--- src/rtl/crc_serial_if.sv ---
// Handshake, serial data and status bundle for crc_serial.
// The DUT side uses the slave modport; the driving side uses master.
interface crc_serial_if #(
  parameter int unsigned CRC_W = 5,
  parameter int unsigned LEN_W = 11
);
  logic             start;
  logic             mode;
  logic [LEN_W-1:0] len;
  logic             in_valid;
  logic             s_in;
  logic             abort;
  logic             s_out;
  logic             out_valid;
  logic             ready;
  logic             done;
  logic             crc_ok;
  logic [CRC_W-1:0] crc_value;

  modport master (
    output start, mode, len, in_valid, s_in, abort,
    input  s_out, out_valid, ready, done, crc_ok, crc_value
  );

  modport slave (
    input  start, mode, len, in_valid, s_in, abort,
    output s_out, out_valid, ready, done, crc_ok, crc_value
  );
endinterface

--- src/rtl/crc_serial.sv ---
// Bit-serial CRC generator/checker: generate mode passes data through and
// appends the complemented remainder; check mode compares against a residue.
module crc_serial #(
  parameter int unsigned          CRC_W   = 5,
  parameter logic [CRC_W-1:0]     POLY    = CRC_W'(5'b00101),
  parameter logic [CRC_W-1:0]     RESIDUE = CRC_W'(5'b01100),
  parameter int unsigned          LEN_W   = 11
) (
  input logic         clk,
  input logic         rst_n,
  crc_serial_if.slave bus
);

  localparam int unsigned KW = $clog2(CRC_W);

  typedef enum logic [1:0] {IDLE, DATA, APPEND, DONE} state_t;

  state_t           state_q, state_d;
  logic [CRC_W-1:0] crc_q, crc_d;
  logic [LEN_W-1:0] cnt_q, cnt_d;
  logic [LEN_W-1:0] len_q, len_d;
  logic             mode_q, mode_d;
  logic [KW-1:0]    k_q, k_d;
  logic             crc_ok_q, crc_ok_d;
  logic             fb;
  logic             app_bit;

  always_ff @(posedge clk or negedge rst_n) begin
    if (!rst_n) begin
      state_q  <= IDLE;
      crc_q    <= '1;
      cnt_q    <= '0;
      len_q    <= '0;
      mode_q   <= 1'b0;
      k_q      <= '0;
      crc_ok_q <= 1'b0;
    end else begin
      state_q  <= state_d;
      crc_q    <= crc_d;
      cnt_q    <= cnt_d;
      len_q    <= len_d;
      mode_q   <= mode_d;
      k_q      <= k_d;
      crc_ok_q <= crc_ok_d;
    end
  end

  always_comb begin
    state_d  = state_q;
    crc_d    = crc_q;
    cnt_d    = cnt_q;
    len_d    = len_q;
    mode_d   = mode_q;
    k_d      = k_q;
    crc_ok_d = crc_ok_q;
    fb       = crc_q[CRC_W-1] ^ bus.s_in;

    unique case (state_q)
      IDLE: begin
        if (bus.start && !bus.abort) begin
          mode_d   = bus.mode;
          len_d    = bus.len;
          crc_d    = '1;
          cnt_d    = '0;
          k_d      = '0;
          crc_ok_d = 1'b0;
          if (bus.len == '0) state_d = bus.mode ? DONE : APPEND;
          else               state_d = DATA;
        end
      end
      DATA: begin
        if (bus.in_valid) begin
          crc_d = {crc_q[CRC_W-2:0], 1'b0} ^ (fb ? POLY : '0);
          cnt_d = cnt_q + LEN_W'(1);
          if (cnt_q == len_q - LEN_W'(1)) state_d = mode_q ? DONE : APPEND;
        end
      end
      APPEND: begin
        k_d = k_q + KW'(1);
        if (k_q == KW'(CRC_W - 1)) state_d = DONE;
      end
      DONE: state_d = IDLE;
      default: state_d = IDLE;
    endcase

    // Latch the verdict on entry to DONE so crc_ok is valid alongside done;
    // crc_d already includes the final data bit.
    if (state_d == DONE && state_q != DONE) crc_ok_d = mode_d && (crc_d == RESIDUE);

    if (bus.abort && state_q != IDLE) begin
      state_d  = IDLE;
      crc_d    = crc_q;
      cnt_d    = cnt_q;
      crc_ok_d = 1'b0;
    end
  end

  // Remainder bit for the current APPEND slot, MSB first.
  always_comb begin
    app_bit = 1'b0;
    for (int unsigned i = 0; i < CRC_W; i++) begin
      if (k_q == KW'(CRC_W - 1 - i)) app_bit = crc_q[i];
    end
  end

  always_comb begin
    bus.out_valid = 1'b0;
    bus.s_out     = 1'b0;
    if (state_q == DATA && !mode_q) begin
      bus.out_valid = bus.in_valid;
      bus.s_out     = bus.s_in;
    end else if (state_q == APPEND) begin
      bus.out_valid = 1'b1;
      bus.s_out     = ~app_bit;
    end
  end

  assign bus.ready     = (state_q == IDLE);
  assign bus.done      = (state_q == DONE);
  assign bus.crc_ok    = crc_ok_q;
  assign bus.crc_value = crc_q;

endmodule

--- src/flat_wrapper.sv ---
// flat-port wrapper written by rule: the top's interface ports become plain ports
module crc_serial_flat 
#(
  parameter int unsigned          CRC_W   = 5,
  parameter logic [CRC_W-1:0]     POLY    = CRC_W'(5'b00101),
  parameter logic [CRC_W-1:0]     RESIDUE = CRC_W'(5'b01100),
  parameter int unsigned          LEN_W   = 11
)
  (clk, rst_n, bus_start, bus_mode, bus_len, bus_in_valid, bus_s_in, bus_abort, bus_s_out, bus_out_valid, bus_ready, bus_done, bus_crc_ok, bus_crc_value);
  crc_serial_if #(.CRC_W(CRC_W), .LEN_W(LEN_W)) bus_i ();
  input logic clk;
  input logic rst_n;
  input wire logic [$bits(bus_i.start)-1:0] bus_start;
  input wire logic [$bits(bus_i.mode)-1:0] bus_mode;
  input wire logic [$bits(bus_i.len)-1:0] bus_len;
  input wire logic [$bits(bus_i.in_valid)-1:0] bus_in_valid;
  input wire logic [$bits(bus_i.s_in)-1:0] bus_s_in;
  input wire logic [$bits(bus_i.abort)-1:0] bus_abort;
  output wire logic [$bits(bus_i.s_out)-1:0] bus_s_out;
  output wire logic [$bits(bus_i.out_valid)-1:0] bus_out_valid;
  output wire logic [$bits(bus_i.ready)-1:0] bus_ready;
  output wire logic [$bits(bus_i.done)-1:0] bus_done;
  output wire logic [$bits(bus_i.crc_ok)-1:0] bus_crc_ok;
  output wire logic [$bits(bus_i.crc_value)-1:0] bus_crc_value;
  assign bus_i.start = bus_start;
  assign bus_i.mode = bus_mode;
  assign bus_i.len = bus_len;
  assign bus_i.in_valid = bus_in_valid;
  assign bus_i.s_in = bus_s_in;
  assign bus_i.abort = bus_abort;
  assign bus_s_out = bus_i.s_out;
  assign bus_out_valid = bus_i.out_valid;
  assign bus_ready = bus_i.ready;
  assign bus_done = bus_i.done;
  assign bus_crc_ok = bus_i.crc_ok;
  assign bus_crc_value = bus_i.crc_value;
  crc_serial #(.CRC_W(CRC_W), .POLY(POLY), .RESIDUE(RESIDUE), .LEN_W(LEN_W)) u_core (.clk(clk), .rst_n(rst_n), .bus(bus_i));
endmodule
--- config.mk ---
export PLATFORM = sky130hd
export DESIGN_NAME = crc_serial_flat
export DESIGN_NICKNAME = d
export VERILOG_FILES = /design/src/rtl/crc_serial_if.sv /design/src/rtl/crc_serial.sv /design/src/flat_wrapper.sv
export SDC_FILE = /design/constraint.sdc
export NUM_CORES = 1
export LEC_CHECK = 0
export ABC_AREA = 1
export CAP_MARGIN = 20
export CORE_UTILIZATION = 54
export DETAILED_ROUTE_END_ITERATION = 12
export PLACE_DENSITY = 0.78
export SLEW_MARGIN = 20
export SYNTH_ARGS = -nofsm -noshare
export SYNTH_HDL_FRONTEND = slang
export SYNTH_SLANG_ARGS = --single-unit
--- constraint.sdc ---
create_clock -name clk -period 2.8 [get_ports clk]
set_input_delay 0.56 -clock clk [delete_from_list [all_inputs] [get_ports clk]]
set_output_delay 0.56 -clock clk [all_outputs]
set_load 0.005 [all_outputs]
==> impl_metrics.py <==
metrics = {
    "pwr": {
        "ir_drop_uv": 507,
        "p_sw_mw": 0.993,
        "combPwrFrac": 0.458,
        "power_per_cell_area_mw_per_mm2": 855,
        "p_clk_frac": 0.164,
        "p_sw_frac": 0.435,
        "power.leakage_nw": 1.33,
        "pwr-share-seq": 0.378,
        "power.internal_mw": 1.29,
    },
    "die": {
        "dieArea_mm2": 0.00442,
        "initial_core_util": 0.562,
        "die_w_um": 66.5,
        "rows": 23,
        "die_h_um": 66.5,
        "coreArea_mm2": 0.00400,
        "io_pins": 28,
    },
    "critical_path": {
        "path_cells": "ha_1 -> ha_1 -> o31ai_1 -> nand2_1 -> a31oi_1 -> o21ai_0 -> clkdlybuf4s50_1",
        "critPathLaunch": "u_core.k_q[0]",
        "reg2reg_slack_ps": 610,
        "cp-start-kind": "flop",
        "cp.arrival_ps": 2100,
        "crit_slowest_cell": "clkdlybuf4s50_1",
        "critical_path_buf_inv_count": 1,
        "r2r_start": "u_core.len_q[0]",
        "criticalPathCategory": "reg2out",
        "crit_family": "compound AO/OA/AOI/OAI gates",
        "worst_setup_path_end_kind": "output port",
        "cpMostUsedCell": "ha_1",
        "required_ps": 2240,
        "critPathMaxStageDelay_ps": 470,
        "rr_worst_depth": 15,
        "path_max_fanout": 3,
        "cp.depth": 7,
        "reg2reg_to": "u_core.bus.crc_ok",
    },
    "routing": {
        "firstDrtPassIters": 4,
        "drt_iter0_markers": 114,
        "post_drt_wl_per_cell_um": 12.5,
        "via_count": 2068,
        "drc": 0,
        "routed_wl_um": 5070,
        "vias_per_cell": 5.12,
        "ant_nets": 0,
    },
    "global_route": {
        "grt_pass1_vias": 2024,
        "grt_overflow": 0,
        "antenna_found_initial": 0,
        "grt_pass1_wl_um": 8560,
        "grt_usage": 0.263,
        "grt_max_degree": 35,
    },
    "logic_synthesis": {
        "yosysTopAreaCell": "dfrtp_1",
        "yosys.area_share.adder": 0.0390,
        "synth_top_area_frac": 0.323,
        "ys_seq_area_frac": 0.381,
        "synth_compound_area_frac": 0.109,
        "synthSimpleGateAreaFrac": 0.349,
        "syn-instance-count": 321,
        "ys_seq_elements": 34,
        "synth-xor-area-share": 0.0234,
        "muxShareOfSynthArea": 0,
        "netlist_area_mm2": 0.00225,
        "synth_top_family_by_area": "simple AND/OR/NAND/NOR gates",
        "synth_cell_type_count": 32,
        "avgSynthCellArea_um2": 7.00,
        "yosysWarnings": 0,
        "synthTopCellsByArea": "dfrtp_1 (32%), nand2_1 (15%), inv_1 (8.4%), dfstp_2 (5.8%), nor2_1 (5.2%)",
        "syn_nets": 346,
    },
    "sta": {
        "period_needed_ps": 2660,
        "slew_viol_final": 0,
        "finalSetupViolations": 0,
        "fin_setup_tns_ps": 0,
        "fmax_mhz": 376,
        "fin_crit_sh": 0.949,
        "worst-slew-pin-transition_ps": 425,
        "max_slew_margin": 0.717,
        "hold_viol_final": 0,
        "fin_skew_ps": 4.68,
        "rsz0062_at_grt": "no",
    },
    "clocking": {
        "cts_sinks": 34,
        "cts_buffers": 5,
        "post-cts-setup-buffers": 0,
        "insertion_delay_ps": 290,
        "cts_root_buf": "clkbuf_8",
        "post_cts_resize_count": 0,
        "htreeDepth": 2,
        "clkTransAtPathRegs_ps": 70,
        "clock_path_buffers": 2,
        "postCtsHoldBufs": 0,
        "cts_tree": "yes",
    },
    "placed_design": {
        "dpl.cell_count": 396,
        "hpwlAfterDp_um": 3870,
        "io_buffers": 27,
        "gp_congestion": 0.854,
    },
    "layout": {
        "area.growth.synth_to_final_pct": 18.7,
        "antennaDiodeCount": 0,
        "drive_above_1_share": 0.0904,
        "num-nets-final": 378,
        "finalNonFillerCells": 404,
    },
    "min_path": {
        "hp-class": "reg2reg",
        "min_to": "u_core.len_q[1]",
        "hold_depth": 2,
        "hp-start": "u_core.len_q[1]",
    },
    "outcome": {
        "status": "completed",
    },
    "flow_run": {
        "maxCapViolCount": 0,
    },
}
==> routing by layer <==
| metal | track usage | routed length [um] | up-vias |
|---|---|---|---|
| li1 | - | - | 1085 |
| met1 | 0.316 | 2300 | 920 |
| met2 | 0.453 | 2390 | 53 |
| met3 | 0.0479 | 295 | 10 |
| met4 | 0.122 | 89 | 0 |
| met5 | 0 | 0 | - |
==> cell type report <==
type / count / area, um^2
clock inverters: 1 / 5.00
repair buffers: 29 / 285
clock buffers: 7 / 86.3
well taps: 50 / 62.6
multi-input cells: 229 / 1170
inverters: 54 / 204
fillers: 346 / 1330
flip-flops and latches: 34 / 857
==> stage by stage <==
stage | hold slack [ps] | cell area (um^2) | setup slack, ps | utilization | power, mW
2_1_floorplan | 264 | 2250 | 992 | - | 1.56
3_3_place_gp | 482 | 2580 | 403 | 0.644 | 1.88
3_5_place_dp | 492 | 2580 | 382 | 0.644 | 1.91
4_1_cts | 510 | 2670 | 122 | 0.667 | 2.29
5_1_grt | 549 | 2670 | 61.2 | 0.667 | 2.49
6_report | 507 | 2670 | 142 | 0.667 | 2.28
==> sequential cells by signal (all words and copies together) (netlist names) <==
signal and count:
u_core.cnt_q 11, u_core.bus.crc_ok 1, u_core.state_q 2, u_core.k_q 3, u_core.bus.crc_value 5, u_core.len_q 11, u_core.mode_q 1
==> logic make-up after synthesis <==
family,Yosys count
flip-flops,34
AO/OA/AOI/OAI,46
AND/OR/NAND/NOR,170
buffers and inverters,58
adder cells (fa/ha/maj),7
XOR/XNOR,6
==> power by group through the flow <==
stage               logic, mW  registers [mW]  clock network, mW
floorplan               0.754           0.810                  0
global placement         1.02           0.859                  0
detailed placement       1.04           0.863                  0
CTS                      1.05           0.857              0.388
global route             1.20           0.888              0.407
finish                   1.05           0.861              0.373
==> cells in the final DEF, fill, tap and decap left out, types with 4 or more instances in the layout <==
cell type,netlist,layout
inv_1,50,50
dfstp_2,5,5
clkbuf_8,0,6
a21oi_1,11,11
o21ai_0,21,21
o22ai_1,4,4
nor2_1,31,31
xnor2_1,4,4
nor2_2,4,4
nor3_1,6,6
nand4_1,7,7
nand3_1,18,18
ha_1,7,7
clkdlybuf4s50_1,0,27
nand2_1,91,91
dfrtp_1,29,29
o21ai_1,5,5
==> how the worst max path moves through the flow <==
stage | to
floorplan | bus_s_out
global placement | u_core.bus.crc_ok
detailed placement | u_core.bus.crc_ok
CTS | bus_s_out
global route | bus_s_out
finish | bus_s_out
==> worst reg2reg max path: stages, from the launching register on <==
cell and delay [ps]:
dfrtp_1 420, inv_1 90, ha_1 300, nand2_1 140, nor2_1 210, nand3_1 90, nand2_1 90, nand3_1 70
nor2_1 190, nand4_1 120, nand2_1 100, nand2_1 70, nand2_1 60, nand2_1 40, nand2_1 50, inv_1 40
==> synthesized netlist by cell type <==
cell type	n
nor2_2	4
a22oi_1	1
nor3_1	6
nor2_1	31
nand3_2	1
a31oi_1	3
nor2_4	1
buf_2	2
nor2_8	1
a21oi_1	11
nand2_4	3
o21ai_0	21
o21ai_1	5
clkinv_2	1
clkbuf_2	1
xnor2_1	4
xor2_1	2
dfrtp_1	29
nand2_2	2
nand2_1	91
o22ai_1	4
o31ai_1	1
buf_1	1
nand3b_1	3
nor3_2	1
nand3_1	18
inv_1	50
nand4_1	7
inv_2	3
ha_1	7
nor3_4	1
dfstp_2	5
Power figures use the tool's default switching activity.
